### config.mk
export PLATFORM = sky130hd
export DESIGN_NAME = tick_period_meter
export DESIGN_NICKNAME = d
export VERILOG_FILES = /design/src/rtl/tick_period_meter.sv
export SDC_FILE = /design/constraint.sdc
export NUM_CORES = 1
export LEC_CHECK = 0
export ABC_AREA = 1
export BUFFER_PORTS_ARGS = -buffer_cell sky130_fd_sc_hd__buf_2
export CELL_PAD_IN_SITES_DETAIL_PLACEMENT = 1
export CELL_PAD_IN_SITES_GLOBAL_PLACEMENT = 1
export CORE_ASPECT_RATIO = 0.8
export CORE_MARGIN = 2
export CORE_UTILIZATION = 39
export CTS_BUF_LIST = sky130_fd_sc_hd__clkbuf_16
export DETAILED_ROUTE_END_ITERATION = 6
export GPL_TIMING_DRIVEN = 0
export PLACE_DENSITY_LB_ADDON = 0.2
export SYNTH_ARGS = -nofsm -noshare
export SYNTH_HDL_FRONTEND = slang
export SYNTH_SLANG_ARGS = --single-unit
### constraint.sdc
create_clock -name clk -period 1.8 [get_ports clk]
set_clock_uncertainty 0.2 [all_clocks]
set_input_delay 0.09 -clock clk [delete_from_list [all_inputs] [get_ports clk]]
set_output_delay 0.09 -clock clk [all_outputs]
set_load 0.1 [all_outputs]
### src/rtl/tick_period_meter.sv
// tick_period_meter: measures the clk-cycle interval between rising edges
// of a (possibly asynchronous) tick line, single-shot or continuous.
// Ports: clk, rst (async, active-high), i_start, i_clear, i_event_in,
//        o_period, o_period_stb, o_valid, o_overflow, o_busy.
module tick_period_meter #(
  parameter int WIDTH       = 16,
  parameter int SYNC_STAGES = 2,
  parameter int CONTINUOUS  = 0
) (
  input  logic             clk,
  input  logic             rst,
  input  logic             i_start,
  input  logic             i_clear,
  input  logic             i_event_in,
  output logic [WIDTH-1:0] o_period,
  output logic             o_period_stb,
  output logic             o_valid,
  output logic             o_overflow,
  output logic             o_busy
);

  localparam logic [WIDTH-1:0] LP_MAX =
    {WIDTH{1'b1}};
  localparam logic [WIDTH-1:0] LP_MAX_M1 =
    {{(WIDTH-1){1'b1}}, 1'b0};
  localparam bit LP_CONT = (CONTINUOUS != 0);

  typedef enum logic [1:0] {
    S_IDLE,
    S_ARMED,
    S_MEAS,
    S_DONE
  } state_t;

  state_t                 r_state;
  state_t                 w_next;
  logic [SYNC_STAGES-1:0] r_sync;
  logic                   r_prev;
  logic                   w_edge;
  logic [WIDTH-1:0]       r_count;
  logic [WIDTH-1:0]       w_count;
  logic [WIDTH-1:0]       r_period;
  logic [WIDTH-1:0]       w_period;
  logic                   r_stb;
  logic                   w_stb;
  logic                   r_valid;
  logic                   w_valid;
  logic                   r_ovf;
  logic                   w_ovf;
  logic                   r_busy;
  logic                   w_busy;

  // Synchroniser chain plus one "prev" flop for rising-edge detect.
  always_ff @(posedge clk or posedge rst) begin
    if (rst) begin
      r_sync <= '0;
      r_prev <= 1'b0;
    end else begin
      r_sync <= {r_sync[SYNC_STAGES-2:0], i_event_in};
      r_prev <= r_sync[SYNC_STAGES-1];
    end
  end

  assign w_edge = r_sync[SYNC_STAGES-1] & ~r_prev;

  always_ff @(posedge clk or posedge rst) begin
    if (rst) begin
      r_state  <= S_IDLE;
      r_count  <= '0;
      r_period <= '0;
      r_stb    <= 1'b0;
      r_valid  <= 1'b0;
      r_ovf    <= 1'b0;
      r_busy   <= 1'b0;
    end else begin
      r_state  <= w_next;
      r_count  <= w_count;
      r_period <= w_period;
      r_stb    <= w_stb;
      r_valid  <= w_valid;
      r_ovf    <= w_ovf;
      r_busy   <= w_busy;
    end
  end

  // clear beats start; start beats a closing edge.
  always_comb begin
    w_next   = r_state;
    w_count  = r_count;
    w_period = r_period;
    w_stb    = 1'b0;
    w_valid  = r_valid;
    w_ovf    = r_ovf;
    if (i_clear) begin
      w_next  = S_IDLE;
      w_valid = 1'b0;
      w_ovf   = 1'b0;
    end else if (i_start) begin
      w_next  = S_ARMED;
      w_valid = 1'b0;
      w_ovf   = 1'b0;
    end else begin
      unique case (r_state)
        S_ARMED: begin
          if (w_edge) begin
            w_count = '0;
            w_next  = S_MEAS;
          end
        end
        S_MEAS: begin
          if (w_edge) begin
            // counter holds N-1 when the edge N cycles later arrives
            w_period = r_count + 1'b1;
            w_valid  = 1'b1;
            w_ovf    = 1'b0;
            w_stb    = 1'b1;
            if (LP_CONT) begin
              w_count = '0;
            end else begin
              w_next = S_DONE;
            end
          end else if (r_count == LP_MAX_M1) begin
            w_period = LP_MAX;
            w_valid  = 1'b1;
            w_ovf    = 1'b1;
            w_stb    = 1'b1;
            w_next   = LP_CONT ? S_ARMED : S_DONE;
          end else begin
            w_count = r_count + 1'b1;
          end
        end
        S_IDLE: begin
        end
        S_DONE: begin
        end
        default: begin
          w_next = S_IDLE;
        end
      endcase
    end
    w_busy = (w_next == S_ARMED) ||
             (w_next == S_MEAS);
  end

  assign o_period     = r_period;
  assign o_period_stb = r_stb;
  assign o_valid      = r_valid;
  assign o_overflow   = r_ovf;
  assign o_busy       = r_busy;

endmodule

Yosys cells after proc, flatten, opt, wreduce, memory -nomap -nowiden:

Index checks and enable logic that the tools add are counted.

* register bits after elaboration: 41
* input port bits: 5
* output and inout port bits: 20
* word-level logic and storage cells: 56

* add/sub/neg operators: 1
* eq/ne operators: 8
* multiplexer cells: 26
* bitwise operators: 4
* reduce and logical (&&, ||, !) cells: 8

Operators with widths (number)
* $mux 16: 5
* $pmux 16 s2: 1
* $add 16x1->16 const B: 1
* $eq 16x16->1 const B: 1
* $mux 1: 14
* $mux 2: 5
* $ne 2x2->1 const B: 3
* $reduce_and 6->1: 1
* $eq 2x1->1 const B: 2
* $eq 2x2->1 const B: 2
* $pmux 2 s2: 1
* $reduce_and 4->1: 1
* $reduce_bool 2->1: 2
* $reduce_bool 4->1: 1
* $not 1->1: 3
* $reduce_bool 3->1: 1
* $reduce_and 2->1: 1
* $and 1x1->1: 1
* $logic_or 1x1->1: 1

Depth between registers and ports, before layout:

* word-level depth: 8
* gate-level depth with buffers: 11
* mapped depth without buffers: 11

Worst setup path after synthesis:

OpenSTA, ideal clock, no wires.

* kind: register to register
* start: register r_count[0]
* end: register r_period[10], in the netlist o_period[10]
* library setup time: 120 ps
* data arrival time: 1404 ps
* required time: 1480 ps
* path slack: 76 ps
* stages on the path, launching flop included: 9
* path buffers: 0
* period minus slack after synthesis: 1724 ps
* path through: dfrtp_1 -> ha_1 -> nand3_1 -> nor2_1 -> inv_1 -> nor2_1 -> xnor2_1 -> nand2_1 -> o21a_1

* longest elaborated chain between the ends: 3
* elaborated cells on any way between the ends: 5
* classes of those cells: 1 x add/sub; 1 x eq/ne; 1 x mux; 2 x reduce/logical

RTL lines
* start: declaration: RTL line 40 `logic [WIDTH-1:0] r_count;`
* start signal: assignment: RTL line 77 `r_count <= w_count;`
* branches (longest 3 deep; another with $add 16x1->16)
* end signal: assignment: RTL line 78 `r_period <= w_period;`
* end: declaration: RTL line 42 `logic [WIDTH-1:0] r_period;`

Parallel ways; which one is timed is not known.
A chain may end at the register's enable or synchronous reset.

Worst setup path after layout:

* start: register r_state[1]
* end: register r_count[11]

* longest elaborated chain between the ends: 3
* elaborated cells on any way between the ends: 8
* classes of those cells: 5 x eq/ne; 1 x mux; 2 x reduce/logical

RTL lines
* start: declaration: RTL line 35 `state_t r_state;`
* start signal: assignment: RTL line 76 `r_state <= w_next;`
* $eq 2x2->1 or $eq 2x1->1 (tied branches): RTL line 103 `unique case (r_state)`
* $ne 2x2->1 (no source line) or $reduce_bool 2->1 (tied branches)
* $reduce_and 6->1 (no source line)

Several ways; a longest one is shown, not always the timed one.

==> key figures <==
Outcome
  – Result of the run: finished with violations
  – Violations in the final reports: setup timing

Power and ir drop
  – VDD IR-drop max: 641 uV
  – Static Leakage: 1.29 nW
  – Total power density per cell area: 1030 mW/mm^2

Clock network
  – Number of buffers between clock root and the deepest sink: 2
  – Clk root buf: clkbuf_16
  – Clock insertion delay at the later pin of the skew report: 0.29 ns
  – Number of levels the H-tree was split into: 2
  – Clock input transition at the sequential cells of the worst setup and hold paths: about 0.06 ns
  – Clock buffers created by TritonCTS: 5
  – Number of sinks on the clock net: just over 40
  – TritonCTS clock tree: yes

Timing
  – Fin. max-slew vios: 0
  – Relative slew slack: 0.423
  – Number of endpoints with negative hold slack in the final report: 0
  – Final worst-path cycle share: 1.06
  – Minimum clock period: 1.90 ns
  – Highest clock frequency the design can meet: approximately 530 MHz
  – Post-route setup TNS: -0.684 ns
  – Unrepaired setup endpoints after global routing: true
  – Least-Margin Pin Slew: just under 0.9 ns
  – Min setup slack post-route: -0.100 ns
  – Count of endpoints failing setup in the final report: 16

Worst setup path
  – FF-to-FF path depth: 6
  – Data required time at the worst endpoint: 1.80 ns
  – RR Endpoint: r_count[11]
  – Maximum fanout encountered on the critical timing path: 10
  – Library cell contributing the largest single delay on the critical path: dfrtp_1
  – Arr. time, crit path: 1.90 ns
  – Crit end category: flop
  – Max incr delay on CP: between 0.4 and 0.5 ns
  – Flop2flop setup slack: -0.10 ns
  – R2R Path Start: r_state[1]
  – Worst setup SP type: flop
  – List of cells traversed by the critical path: inv_1 -> ha_1 -> a21oi_2 -> nand3_4 -> buf_4 -> o21ai_0
  – Type of the worst setup path: reg2reg

Die
  – Area of the core region: between 0.005 and 0.006 sq mm
  – Die ar.: 0.00592 sq mm
  – Count of boundary I/O pins: 25
  – Starting density of the core: 0.410
  – Total number of placement rows: 23
  – Die height: 69.2 um
  – Horiz. Die Dim: 85.5 um

Detailed routing
  – 1st-pass router iterations: 3
  – Mean routed wirelength per cell: 15.5 um
  – Remaining antenna violation count after routing: 0
  – Mean number of vias per cell: around 4.9
  – Vias: 1689
  – DRC violations left: 0
  – Final wirelength: 5.36 mm
  – Number of DRC markers in iteration 0: 47

Layout
  – Fill cell count: 597
  – Final core occ: 0.524
  – Antenna cells: 0
  – Proportion of layout cells with a drive suffix above 1: 0.279
  – Syn-to-layout area delta: 27.9%
  – Number of nets in the layout: 292
  – Final non-filler cell total: 345

Logic synthesis
  – Combinational family with the most area after synthesis: simple AND/OR/NAND/NOR gates
  – EDFF count, synth: 0
  – Synth Warn #: 0
  – Mux contribution to synthesized area: 0
  – Synth Area per Inst: 8.83 sq um
  – Synth top area cells: dfrtp_1, nand2_1, o21a_1
  – Fraction of synthesized cell area in xor and xnor cells: 0.0507
  – Synth area leader: dfrtp_1
  – Fraction of the yosys area taken by sequential cells: 0.495
  – Post-synth ARST share: 1.00
  – Netlist Area Pre-Place: a little over 0.002 sq mm
  – Most frequent cell after synthesis: nand2_1
  – Top cells by count, synth: nand2_1, dfrtp_1, inv_1, nor2_1, o21a_1
  – Library cells used by synthesis: 31
  – Post-synthesis share of cell area spent on full adders, half adders and majority gates: 0.0302
  – Flip-flop and latch count after synthesis: 41
  – Count of mapped cells out of synthesis: 235
  – Compound-gate portion of the synthesized area: 0.115
  – Simple logic cell fraction of the synthesized area: 0.247
  – Dominant synthesized flop cell: dfrtp_1
  – Top-area cell type share of the netlist area: 0.495
  – Net count after synthesis: 245

Place
  – Worst Setup Slack post-DPL: -0.219 ns
  – Weighted congestion reported at the end of routability-driven placement: 0.823
  – Dpl cells: 321
  – Detailed-placement wirelength estimate: approximately 3.5 mm
  – IO buf count: 24

GRT
  – Pin count of the biggest net entering global routing: 42
  – Number of antenna violations at the first check in global routing: 0
  – Number of global-route vias before repair: 1809
  – Remaining global-route overflow: 0
  – Global-route wire length before repair: roughly 8.7 mm
  – Total Routing Usage GR: 0.186

Min path
  – Hold Startpoint: i_start
  – Endpoint of the worst hold-timing path: o_period[9]
  – Worst hold-check path type: in2reg
  – Hold Path Cell Cnt: 5

Run
  – Number of violations of the max-capacitance limit: 0
## state kept, by name, indices dropped and copies added (netlist names)
register,flops
o_overflow,1
r_state,2
r_count,16
r_prev,1
o_period,16
r_sync,2
o_period_stb,1
o_busy,1
o_valid,1
## cells by family after synthesis
kind of cell    Yosys count
xor+xnor                 12
buf+inv                  28
flops                    41
fa+ha+maj                 5
simple gates            114
compound gates           35
## layout make-up
cell class,instances,area [sq um],share of cell area
Multi-Input combinational cell,166,991,0.373
Tap cell,62,77.6,0.0292
Clock buffer,5,125,0.0471
Sequential cell,41,1030,0.387
Timing Repair Buffer,40,280,0.106
Inverter,24,90.1,0.0339
Buffer,4,50.0,0.0189
Clock inverter,3,12.5,0.00471
## worst max-delay path by stage
stage / startpoint / end / cells after the start
after global routing: r_state[1] / r_count[11] / 6
final: r_state[1] / r_count[11] / 6
after CTS: r_count[0] / o_period[5] / 10
after global placement: r_count[0] / o_period[10] / 8
after detailed placement: r_count[0] / o_period[10] / 8
after floorplan: r_count[0] / o_period[10] / 8
## critical path, delay by kind of cell (launching register included)
kind | cells | cell delay [ns]
adder cells (fa/ha/maj) | 1 | 0.25
AO/OA/AOI/OAI | 2 | 0.46
buffers and inverters | 2 | 0.33
flip-flops | 1 | 0.42
AND/OR/NAND/NOR | 1 | 0.17
## metrics by stage
stage | area (sq um) | hold slack, ns | total power [mW]
floorplan | 2070 | -0.0786 | 1.73
global placement | 2270 | -0.00253 | 1.84
detailed placement | 2270 | 0.00154 | 1.86
CTS | 2530 | 0.0473 | 2.75
global route | 2650 | 0.0963 | 2.85
finish | 2650 | 0.0392 | 2.75
## repair_timing
item	CTS	global route
pin swaps	1	5
buffers inserted	3	6
cloned	0	1
setup endpoints to repair	29	36
endpoints found under the hold margin	46	0
hold buffers	6	0
resized for setup	13	17
## power by group
part           switching (mW)  leakage (nW)  internal [mW]
registers              0.0437         0.534           1.00
clock network           0.365        0.0687          0.502
logic                   0.678         0.686          0.153
## cells in the final DEF, fill, tap and decap left out, types with 3 or more instances in the layout
cell	n
a21oi_1	3
buf_2	24
buf_4	9
clkbuf_16	6
dfrtp_1	40
dlygate4sd3_1	6
ha_1	4
inv_1	21
inv_2	3
nand2_1	67
nand2_2	5
nand3_1	5
nand3_2	3
nor2_1	17
nor2_2	6
o21a_1	12
o21ai_0	3
o21ai_1	7
o21ai_2	6
xnor2_1	3
xor2_1	8
## routing by layer
metal / wire [um] / vias up / track usage
met5: 0 / - / 0
met4: 79 / 0 / 0.0511
li1: - / 826 / -
met3: 147 / 8 / 0.0393
met2: 2540 / 22 / 0.292
met1: 2590 / 833 / 0.262
Note: power is estimated with default switching activity, not from simulation.
